--- config.mk ---
export PLATFORM = sky130hd
export DESIGN_NAME = minmax_stream
export DESIGN_NICKNAME = d
export VERILOG_FILES = /design/src/rtl/minmax_stream.sv
export SDC_FILE = /design/constraint.sdc
export NUM_CORES = 1
export LEC_CHECK = 0
export CAP_MARGIN = 30
export CORE_MARGIN = 5
export CORE_UTILIZATION = 48
export DETAILED_ROUTE_END_ITERATION = 7
export GPL_ROUTABILITY_DRIVEN = 0
export PLACE_DENSITY = 0.75
export SYNTH_ARGS = -nofsm -noshare
export SYNTH_HDL_FRONTEND = slang
export SYNTH_SLANG_ARGS = --single-unit
--- constraint.sdc ---
create_clock -name clk -period 2.14 [get_ports clk]
set_clock_uncertainty 0.1 [all_clocks]
set_input_delay 0.428 -clock clk [delete_from_list [all_inputs] [get_ports clk]]
set_output_delay 0.428 -clock clk [all_outputs]
set_load 0.03 [all_outputs]
--- src/rtl/minmax_stream.sv ---
`default_nettype none
// ============================================================================
// Module   : minmax_stream
// Brief    : Streaming windowed min/max with first-occurrence indices,
//            valid/ready on both the sample and result sides.
// Revision : 1.0 - initial release
// ============================================================================
module minmax_stream #(
  parameter int WIDTH  = 8,
  parameter int WINDOW = 4,
  parameter bit SIGNED = 1'b1,
  localparam int IDXW  = $clog2(WINDOW)
) (
  input  logic             clk,
  input  logic             reset,
  input  logic [WIDTH-1:0] in_data,
  input  logic             in_valid,
  output logic             in_ready,
  output logic [WIDTH-1:0] smallest,
  output logic [WIDTH-1:0] largest,
  output logic [IDXW-1:0]  min_idx,
  output logic [IDXW-1:0]  max_idx,
  output logic             out_valid,
  input  logic             out_ready,
  input  logic             clear
);

  localparam logic [0:0]      c_st_acc  = 1'b0;
  localparam logic [0:0]      c_st_done = 1'b1;
  localparam logic [IDXW-1:0] c_last    = IDXW'(WINDOW - 1);

  logic [0:0]       r_state;
  logic [IDXW-1:0]  r_count;
  logic [WIDTH-1:0] r_run_min;
  logic [WIDTH-1:0] r_run_max;
  logic [IDXW-1:0]  r_run_min_idx;
  logic [IDXW-1:0]  r_run_max_idx;
  logic [WIDTH-1:0] r_smallest;
  logic [WIDTH-1:0] r_largest;
  logic [IDXW-1:0]  r_min_idx;
  logic [IDXW-1:0]  r_max_idx;

  logic             w_lt;
  logic             w_gt;
  logic             w_first;
  logic [WIDTH-1:0] w_next_min;
  logic [WIDTH-1:0] w_next_max;
  logic [IDXW-1:0]  w_next_min_idx;
  logic [IDXW-1:0]  w_next_max_idx;

  generate
    if (SIGNED) begin : g_signed_cmp
      assign w_lt = $signed(in_data) < $signed(r_run_min);
      assign w_gt = $signed(in_data) > $signed(r_run_max);
    end else begin : g_unsigned_cmp
      assign w_lt = in_data < r_run_min;
      assign w_gt = in_data > r_run_max;
    end
  endgenerate

  // Strict compares keep the earlier sample on ties; the first sample seeds both.
  assign w_first        = (r_count == '0);
  assign w_next_min     = (w_first || w_lt) ? in_data : r_run_min;
  assign w_next_max     = (w_first || w_gt) ? in_data : r_run_max;
  assign w_next_min_idx = w_first ? '0 : (w_lt ? r_count : r_run_min_idx);
  assign w_next_max_idx = w_first ? '0 : (w_gt ? r_count : r_run_max_idx);

  always_ff @(posedge clk) begin
    if (reset) begin
      r_state       <= c_st_acc;
      r_count       <= '0;
      r_run_min     <= '0;
      r_run_max     <= '0;
      r_run_min_idx <= '0;
      r_run_max_idx <= '0;
      r_smallest    <= '0;
      r_largest     <= '0;
      r_min_idx     <= '0;
      r_max_idx     <= '0;
    end else if (r_state == c_st_acc) begin
      if (clear) begin
        r_count <= '0;
      end else if (in_valid) begin
        r_run_min     <= w_next_min;
        r_run_max     <= w_next_max;
        r_run_min_idx <= w_next_min_idx;
        r_run_max_idx <= w_next_max_idx;
        if (r_count == c_last) begin
          r_count    <= '0;
          r_state    <= c_st_done;
          r_smallest <= w_next_min;
          r_largest  <= w_next_max;
          r_min_idx  <= w_next_min_idx;
          r_max_idx  <= w_next_max_idx;
        end else begin
          r_count <= r_count + 1'b1;
        end
      end
    end else if (out_ready) begin
      r_state <= c_st_acc;
    end
  end

  // Handshake flags decode the state register only, so no input-to-output path.
  assign in_ready  = (r_state == c_st_acc);
  assign out_valid = (r_state == c_st_done);
  assign smallest  = r_smallest;
  assign largest   = r_largest;
  assign min_idx   = r_min_idx;
  assign max_idx   = r_max_idx;

endmodule
`default_nettype wire

== Yosys cells after proc, flatten, opt, wreduce, memory -nomap -nowiden ==
Cells that the tools add are included.
Word-level totals
  output and inout bits: 22
  input port bits: 13
  register bits after elaboration: 43
Operators by class
  reduce and logical (&&, ||, !) cells: 7
  bitwise gates (word level): 2
  eq/ne operators: 1
  $add $sub $neg: 1
  $lt $le $gt $ge: 2
  multiplexer cells: 14
Operators with widths (count)
  2-to-1 mux 8 bit: 2
  2-to-1 mux 2 bit: 7
  greater-than comparator 8 bit: 1
  < comparator 8 bit: 1
  2-to-1 mux 1 bit: 5
  AND reduction 4 bit: 1
  AND reduction 3 bit: 1
  adder 2 x 1 -> 2 bit (second input constant): 1
  equality test 2 bit (second input constant): 1
  logical NOT 2 bit: 1
  logical OR 1 bit: 2
  inverter 1 bit: 2
  AND reduction 2 bit: 1
  nonzero test 2 bit: 1

== Logic depth before layout (Yosys ltp) ==
Gate-level depths: netlist of the first run.
  depth after elaboration: 5
  depth in mapped cells: 9
  depth with buffers taken out: 8

== Worst setup path after synthesis of the first run ==
OpenSTA, ideal clock, no wires.
  path kind: input port to flip-flop
  from: in in_data[5]
  to: reg r_largest[0] (netlist: largest[0])
  path slack: -0.073 ns
  setup time: 0.137 ns
  buffers on the path: 0
  stages on the path: 7
  arrival: 1.976 ns
  path through: ha_1 > a211oi_1 > o22ai_1 > o21ba_2 > nor3_4 > mux2i_1 > a211oi_1
On the way
  longest elaborated chain between the ends: 3
RTL lines
  start, declared: line 16  | input logic [WIDTH-1:0] in_data,
  greater-than comparator 8 bit: line 54  | assign w_gt = $signed(in_data) > $signed(r_run_max);
  logical OR 1 bit: line 64  | assign w_next_max = (w_first || w_gt) ? in_data : r_run_max;
  2-to-1 mux 8 bit: line 64
  end signal, assigned: line 92  | r_largest <= w_next_max;
  end, declared: line 39  | logic [WIDTH-1:0] r_largest;
No other way between the ends.
A chain may end at the register's enable or synchronous reset.

== Worst setup path after layout of the first run ==
  from: reg r_run_max[3]
  to: reg r_largest[5] (netlist: largest[5])
On the way
  longest elaborated chain between the ends: 3
RTL lines
  start, declared: line 35  | logic [WIDTH-1:0] r_run_max;
  start signal, assigned: line 85  | r_run_max <= w_next_max;
  greater-than comparator 8 bit: line 54
  logical OR 1 bit: line 64
  2-to-1 mux 8 bit: line 64
No other way between the ends.

==> metrics.csv, run 1 <==
metric,value,unit
outcome,finished with violations,
violations,setup timing,
num-nets-final,365,
syn_area_per_cell,8.94,sq um
r2r_end,largest[5],
setup_violations,22,
netlist-cell-type-count,37,
n_antenna_cell,0,
synth.largest_area_cell,dfxtp_1,
grt_pass1_wl,11800,um
pin_count,35,
crit_required,2.22,ns
fp.dieH,79.4,um
worst_pin_slew,0.443,ns
synthFlopType,dfxtp_1,
slew_headroom,70.4,%
final_util,77.1,%
std_cell_rows,25,
dieArea,6310,sq um
power.leakage,1.33,nW
cts_root_buf,clkbuf_8,
crit_type,reg2reg,
min_path_type,reg2reg,
cp.arrival,2.40,ns
numPortBuffers,34,
insertion_delay,0.30,ns
hpwl,4320,um
ys_top_cells_by_count,"dfxtp_1, nor2_1, mux2i_1",
placed_cell_area,3030,sq um
yosys-top-cells-area,"dfxtp_1, ha_1, mux2i_1",
netlist.area_leader.share,37.2,%
period_minus_slack,2.32,ns
drv_cap,0,
antenna_found_initial,0,
r2r_setup_slack,-0.18,ns
start_kind,flip-flop,
wire_per_inst,20.8,um
fin_crit_sh,108,%
first_iter_violations,181,
hold_path_depth,2,
yosysWarnings,0,
rsz0062_at_grt,true,
yosys_register_bits,43,
ff2ff_path_depth,10,
worstSetupEndpointType,flip-flop,
grt_max_degree,49,
max_freq,432,MHz
synth.net_count,289,
ir_drop,0.000260,V
drive_gt1_share,42.1,%
dr_total_vias,2388,
finalSetupTns,-2.00,ns
clock_path_buffers,2,
path_clk_slew,0.08,ns
fin_area,3620,sq um
ys_async_sr_fraction,0,%
cts_buffers,5,
postSynthCellCount,259,
viasPerCell,6.14,
rr_startpoint,r_run_max[3],
hold_viol,0,
h-tree-depth,2,
synth.most_common_cell,dfxtp_1,
area_growth,56.3,%
die_w,79.4,um
start_util,49.3,%
ys_seq_area_share,37.2,%
dr.pass1.iters,5,
crit_path_max_fanout,7,
core_area,4690,sq um
grt_pass1_vias,2286,
synth-edff-count,0,
grt_usage,24.5,%
hp-start,min_idx[0],
tritoncts,built,
finalMaxSlewViolations,0,
powerDensity,537,nW/um^2
overflow,0,
ant_nets,0,
synthesis.area,2310,sq um
drcViolationCount,0,
cts.sinks,43,
wl,8090,um
holdPathEnd,min_idx[0],
worst_slack,-0.177,ns
[logic make-up after synthesis]
| family | Yosys count | share of synthesized area, % |
|---|---|---|
| AND/OR/NAND/NOR | 84 | 19.4 |
| AO/OA/AOI/OAI | 60 | 19.5 |
| flip-flops | 43 | 37.2 |
| buffers and inverters | 34 | 5.68 |
| multiplexers | 21 | 9.08 |
| adder cells (fa/ha/maj) | 17 | 9.19 |
[per-stage QoR]
stage                     hold WS [ns]  setup slack [ns]  instances  power (mW)
after global routing             0.412            -0.276        389        2.02
after floorplan                  0.356           0.00475        259        1.06
after detailed placement         0.347            -0.648        366        1.21
after CTS                        0.356           -0.0844        382        1.87
final                            0.375            -0.177        389        1.94
after global placement           0.338            -0.617        366        1.21
[critical path: stages (launching register included)]
cell and delay [ns]:
dfxtp_2 0.36, inv_2 0.05, ha_4 0.28, nand4_1 0.18
buf_4 0.20, o22ai_4 0.16, nor3_4 0.08, nor3_4 0.22
buf_6 0.19, mux2i_1 0.25, a211oi_1 0.10
[cell type report]
class	instances	area, sq um
inverter	21	78.8
clock buffer	6	82.6
fill	275	1070
tap	54	67.6
clock inverter	1	5.00
sequential	43	878
timing repair buffer	82	779
multi-input combinational	182	1730
[power by group]
part | leakage [nW] | switching, mW | internal [mW]
sequential | 0.354 | 0.0174 | 0.819
combinational | 0.926 | 0.281 | 0.289
clock | 0.0470 | 0.283 | 0.254
[metal layers]
layer  up-vias  part of all wire [%]  track usage, %
met1      1147                    40            31.1
li1       1067                     -               -
met5         -                     0               0
met4         0                   4.5            9.97
met2       136                    48            40.0
met3        38                   7.1            5.76
[flip-flops by register name (all words and copies together) (netlist names)]
signal and cells:
r_run_min 8, r_run_min_idx 2, largest 8, r_count 2, r_run_max 8, max_idx 2, r_run_max_idx 2, out_valid 1
min_idx 2, smallest 8
[timing repair]
action	4_1_cts	5_1_grt
gates resized for setup	73	51
buffers inserted	5	11
hold buffers	0	0
setup endpoints to repair	40	40
cloned	4	0
pin swaps	29	29
[worst max path at each step]
stage | startpoint | to | cells after the start
after floorplan | in_data[4] | largest[0] | 7
after global placement | in_data[5] | largest[6] | 9
after detailed placement | in_data[5] | largest[6] | 9
after CTS | r_run_max[5] | r_run_max[0] | 10
after global routing | r_run_max[3] | largest[5] | 10
final | r_run_max[3] | largest[5] | 10
[layout by cell type (no fill, tap or decap), drive strengths merged, types with 2 or more instances in the layout]
cell type      synthesis  final
o22ai                  2      2
nand4                  2      2
clkbuf                10      8
a2bb2oi                4      4
o21ai                 13     13
nor2                  26     26
nand2                 12     12
mux2i                 21     21
nand2b                19     19
a21oi                  9      9
a21o                   3      3
a211oi                10     10
nand3b                 7      7
a21bo                  7      7
dfxtp                 43     43
clkdlybuf4s50          0     26
nand3                 10     10
a311oi                 8      8
buf                    3     53
inv                   21     21
ha                    17     17
nor3                   3      3
Note: power is estimated with default switching activity, not from simulation.
==> run 2: changes to the inputs <==
- CORE_MARGIN: 5 -> default
- GPL_TIMING_DRIVEN: default -> 0
==> metrics.csv, run 2 (synthesis results as in run 1) <==
metric,value,unit,change
crit_required,2.19,ns,was 2.22 ns
drcViolationCount,0,,unchanged
slew_headroom,58.5,%,was 70.4%
viasPerCell,5.76,,was 6.14
ant_nets,0,,unchanged
area_growth,42.1,%,was 56.3%
wl,5980,um,was 8090 um
start_util,51.4,%,was 49.3%
std_cell_rows,24,,was 25
fillers,336,,was 275
hold_viol,0,,unchanged
cp.arrival,2.28,ns,was 2.40 ns
power.leakage,1.17,nW,was 1.33 nW
n_antenna_cell,0,,unchanged
h-tree-depth,2,,unchanged
drv_cap,0,,unchanged
powerDensity,539,nW/um^2,was 537 nW/um^2
worstSetupEndpointType,flip-flop,,unchanged
drive_gt1_share,33.6,%,was 42.1%
final_cell_mix,"dfxtp_1, nor2_1, clkdlybuf4s50_1",,"was dfxtp_1, buf_4, nor2_1, clkdlybuf4s50_1, nand2b_1"
grt_pass1_vias,1885,,was 2286
outcome,finished with violations,,unchanged
fin_area,3290,sq um,was 3620 sq um
grt_max_degree,13,,was 49
cts_root_buf,clkbuf_8,,unchanged
fp.dieH,71.4,um,was 79.4 um
overflow,0,,unchanged
placed_cell_area,2790,sq um,was 3030 sq um
cts.sinks,43,,unchanged
tritoncts,built,,unchanged
finalSetupTns,-0.498,ns,was -2.00 ns
cts_hold_buf,0,,unchanged
crit_type,reg2reg,,unchanged
min_path_type,reg2reg,,unchanged
wire_per_inst,16.2,um,was 20.8 um
max_freq,449,MHz,was 432 MHz
rsz0062_at_grt,true,,unchanged
insertion_delay,0.29,ns,was 0.30 ns
antenna_found_initial,0,,unchanged
grt_usage,23.0,%,was 24.5%
numPortBuffers,34,,unchanged
fin_cells,370,,was 389
period_minus_slack,2.23,ns,was 2.32 ns
clock_path_buffers,2,,unchanged
dr.pass1.iters,5,,unchanged
worst_slack,-0.0860,ns,was -0.177 ns
layout_commonest_cell,dfxtp_1,,
dp.cells,345,,was 366
violations,setup timing,,unchanged
core_area,4500,sq um,was 4690 sq um
dr_total_vias,2132,,was 2388
crit_path_max_fanout,8,,was 7
num-nets-final,347,,was 365
hpwl,4000,um,was 4320 um
cts_buffers,5,,unchanged
ir_drop,0.000399,V,was 0.000260 V
finalMaxSlewViolations,0,,unchanged
setup_violations,9,,was 22
first_iter_violations,127,,was 181
start_kind,flip-flop,,unchanged
worst_pin_slew,0.623,ns,was 0.443 ns
fin_crit_sh,104,%,was 108%
die_w,71.4,um,was 79.4 um
grt_pass1_wl,9030,um,was 11800 um
pin_count,35,,unchanged
path_clk_slew,0.08,ns,about the same
dieArea,5100,sq um,was 6310 sq um
[run 2: cell types whose count changed in the layout (fill, tap and decap cells not counted), sizes merged]
cell	before	now
clkbuf	8	19
buf	53	26
dlygate4sd2	1	0
[run 2: final cells by class]
type	count	area, sq um	area share, %
clock buffer	7	76.3	2.32
buffer	13	75.1	2.28
multi-input combinational	182	1650	50.2
inverter	21	78.8	2.40
timing repair buffer	51	460	14.0
sequential	43	876	26.6
tap	52	65.1	1.98
clock inverter	1	5.00	0.152
[run 2: worst paths after layout]
check | startpoint | end | depth (start not counted) | slack [ns]
worst max-delay path | r_run_max[6] | largest[4] | 10 | -0.09
worst min-delay path | max_idx[0] | max_idx[0] | 2 | 0.36
worst max register to register | r_run_max[6] | largest[4] | 10 | -0.09
worst min register to register | max_idx[0] | max_idx[0] | 2 | 0.36
[run 2: power by group]
part / switching (mW) / total (mW) / internal, mW / leakage (nW)
registers: 0.0180 / 0.838 / 0.820 / 0.353
clock network: 0.264 / 0.493 / 0.229 / 0.0422
logic: 0.225 / 0.441 / 0.216 / 0.771
total: 0.506 / 1.77 / 1.27 / 1.17
[run 2: timing repair]
action                                  CTS  global route
gates resized for setup                  42            74
endpoints found under the setup margin   40            29
buffers inserted                          7            10
pin swaps                                 9            19
gates cloned                              1             2
[run 2: per-stage QoR]
stage	utilization [%]	total power, mW	hold slack, ns	setup WS [ns]
CTS	67.4	1.68	0.361	-0.105
detailed placement	61.9	1.15	0.344	-0.957
floorplan	-	1.06	0.356	0.00475
finish	73.0	1.77	0.355	-0.0860
global route	73.0	1.84	0.357	-0.134
global placement	61.9	1.14	0.336	-0.915
[run 2: worst max-delay path, stage by stage, from the launching register on]
cell,delay (ns)
dfxtp_2,0.35
inv_2,0.04
ha_4,0.27
nand4_4,0.16
a211oi_4,0.27
buf_4,0.17
o21ba_4,0.16
nor3_4,0.05
buf_12,0.16
mux2i_2,0.25
a211oi_2,0.10
[run 2: layer usage]
metal / vias to the layer above / routed length, um / track usage [%]
li1: 1031 / - / -
met1: 1011 / 2820 / 31.7
met2: 76 / 2750 / 35.2
met3: 14 / 284 / 4.36
met4: 0 / 121 / 9.56
met5: - / 0 / 0
==> run 3: changes to the inputs <==
- CAP_MARGIN: 30 -> default
- TNS_END_PERCENT: default -> 50
==> metrics.csv, run 3 (synthesis results as in run 1) <==
metric,value,unit,change
overflow,0,,unchanged
min_path_type,in2reg,,was reg2reg
slew_headroom,61.9,%,was 58.5%
crit_path_max_fanout,8,,unchanged
period_minus_slack,2.22,ns,was 2.23 ns
h-tree-depth,2,,unchanged
hpwl,4000,um,unchanged
pin_count,35,,unchanged
power.leakage,1.12,nW,was 1.17 nW
worst_pin_slew,0.571,ns,was 0.623 ns
pwr-share-comb,22.9,%,was 24.9%
cts.sinks,43,,unchanged
fp.dieH,71.4,um,unchanged
antenna_found_initial,0,,unchanged
ant_nets,0,,unchanged
finalMaxSlewViolations,0,,unchanged
rsz0062_at_grt,true,,unchanged
post-place-ws,-0.957,ns,unchanged
dp.cells,345,,unchanged
final_cell_mix,"dfxtp_1, nor2_1, clkdlybuf4s50_1",,unchanged
grt_pass1_vias,1885,,unchanged
max_freq,450,MHz,was 449 MHz
cp_cell_sequence,"inv_2, ha_4, nand4_4, a211oi_4, buf_4, o21ba_4, nor3_4, buf_12, mux2i_2, a211oi_2",,unchanged
wl,5710,um,was 5980 um
fin_crit_sh,104,%,about the same
viasPerCell,5.68,,was 5.76
fin_cells,364,,was 370
n_antenna_cell,0,,unchanged
dr_total_vias,2069,,was 2132
worst_slack,-0.0816,ns,was -0.0860 ns
outcome,finished with violations,,unchanged
die_w,71.4,um,unchanged
cp.arrival,2.29,ns,was 2.28 ns
wire_per_inst,15.7,um,was 16.2 um
cp_top_family,compound AO/OA/AOI/OAI gates,,unchanged
numPortBuffers,34,,unchanged
power_frac_seq,48.3,%,was 47.3%
cts_root_buf,clkbuf_8,,unchanged
grt_pass1_wl,9030,um,unchanged
cts_buffers,5,,unchanged
r2r_setup_slack,-0.08,ns,was -0.09 ns
setup_violations,11,,was 9
grt_usage,23.0,%,unchanged
cpMaxStageDelayCell,dfxtp_2,,unchanged
layout_commonest_cell,dfxtp_1,,unchanged
ir_drop,0.000396,V,was 0.000399 V
dieArea,5100,sq um,unchanged
placed_cell_area,2790,sq um,unchanged
finalSetupTns,-0.485,ns,was -0.498 ns
dr.pass1.iters,4,,was 5
grt_max_degree,13,,unchanged
crit_required,2.21,ns,was 2.19 ns
p_switching,496,uW,was 506 uW
area_growth,37.0,%,was 42.1%
max_stage_delay,0.35,ns,about the same
p_total,1.73,mW,was 1.77 mW
violations,setup timing,,unchanged
worstSetupEndpointType,flip-flop,,unchanged
tritoncts,built,,unchanged
drcViolationCount,0,,unchanged
final_util,70.4,%,was 73.0%
p_int,1.24,mW,was 1.27 mW
powerDensity,546,nW/um^2,was 539 nW/um^2
insertion_delay,0.30,ns,was 0.29 ns
core_area,4500,sq um,unchanged
drv_cap,0,,unchanged
cts_hold_buf,0,,unchanged
hold_viol,0,,unchanged
p_clk_share,28.8,%,was 27.8%
std_cell_rows,24,,unchanged
crit_type,reg2reg,,unchanged
fin_area,3170,sq um,was 3290 sq um
hold_slack,0.356,ns,was 0.355 ns
start_kind,flip-flop,,unchanged
drive_gt1_share,26.9,%,was 33.6%
num-nets-final,341,,was 347
path_clk_slew,0.08,ns,about the same
first_iter_violations,148,,was 127
cp_num_buf_inv,3,,unchanged
clock_path_buffers,2,,unchanged
start_util,51.4,%,unchanged
switching_share,28.6,%,about the same
## run 3: cell count changes in the layout (fill, tap and decap cells not counted), moves of 3 or more
cell      change
ha_1          +3
clkbuf_2      -3
clkbuf_1      +3
buf_6         -4
dfxtp_1       +5
ha_4          -3
dfxtp_2       -5
## run 3: layout make-up
cell class / count / area, sq um
Buffer: 13 / 67.6
Clock buffer: 7 / 76.3
Clock inverter: 1 / 5.00
Fill cell: 360 / 1330
Inverter: 21 / 78.8
Multi-Input combinational cell: 182 / 1600
Sequential cell: 43 / 870
Tap cell: 52 / 65.1
Timing Repair Buffer: 45 / 413
## run 3: path summary, 6_finish.rpt
path / end / cells after the start / from
setup / recovery: largest[4] / 10 / r_run_max[6]
hold / removal: r_run_min[0] / 3 / in_data[0]
setup reg to reg: largest[4] / 10 / r_run_max[6]
hold reg to reg: max_idx[0] / 2 / max_idx[0]
## run 3: timing repair
action                     in CTS  in global routing
setup endpoints to repair      40                 29
pin swaps                       9                 10
resized for setup              42                 47
gates cloned                    1                  0
setup buffers                   7                  6
## run 3: worst reg2reg max path, delay by kind of cell (launching register included)
family / cells / cell delay, ns
AO/OA/AOI/OAI: 3 / 0.54
buffers and inverters: 3 / 0.38
flip-flops: 1 / 0.35
adder cells (fa/ha/maj): 1 / 0.27
multiplexers: 1 / 0.24
AND/OR/NAND/NOR: 2 / 0.21
## run 3: layer usage
metal  global-route usage (%)  wire, um
met1                     31.7      2690
met4                     9.56       108
met5                        0         0
met2                     35.2      2610
met3                     4.36       300
## run 3: power by group through the flow
stage | sequential, mW | combinational (mW) | clock, mW
after floorplan | 0.847 | 0.210 | 0
after global placement | 0.851 | 0.290 | 0
after detailed placement | 0.851 | 0.296 | 0
after CTS | 0.832 | 0.344 | 0.501
after global routing | 0.838 | 0.427 | 0.530
final | 0.836 | 0.398 | 0.499
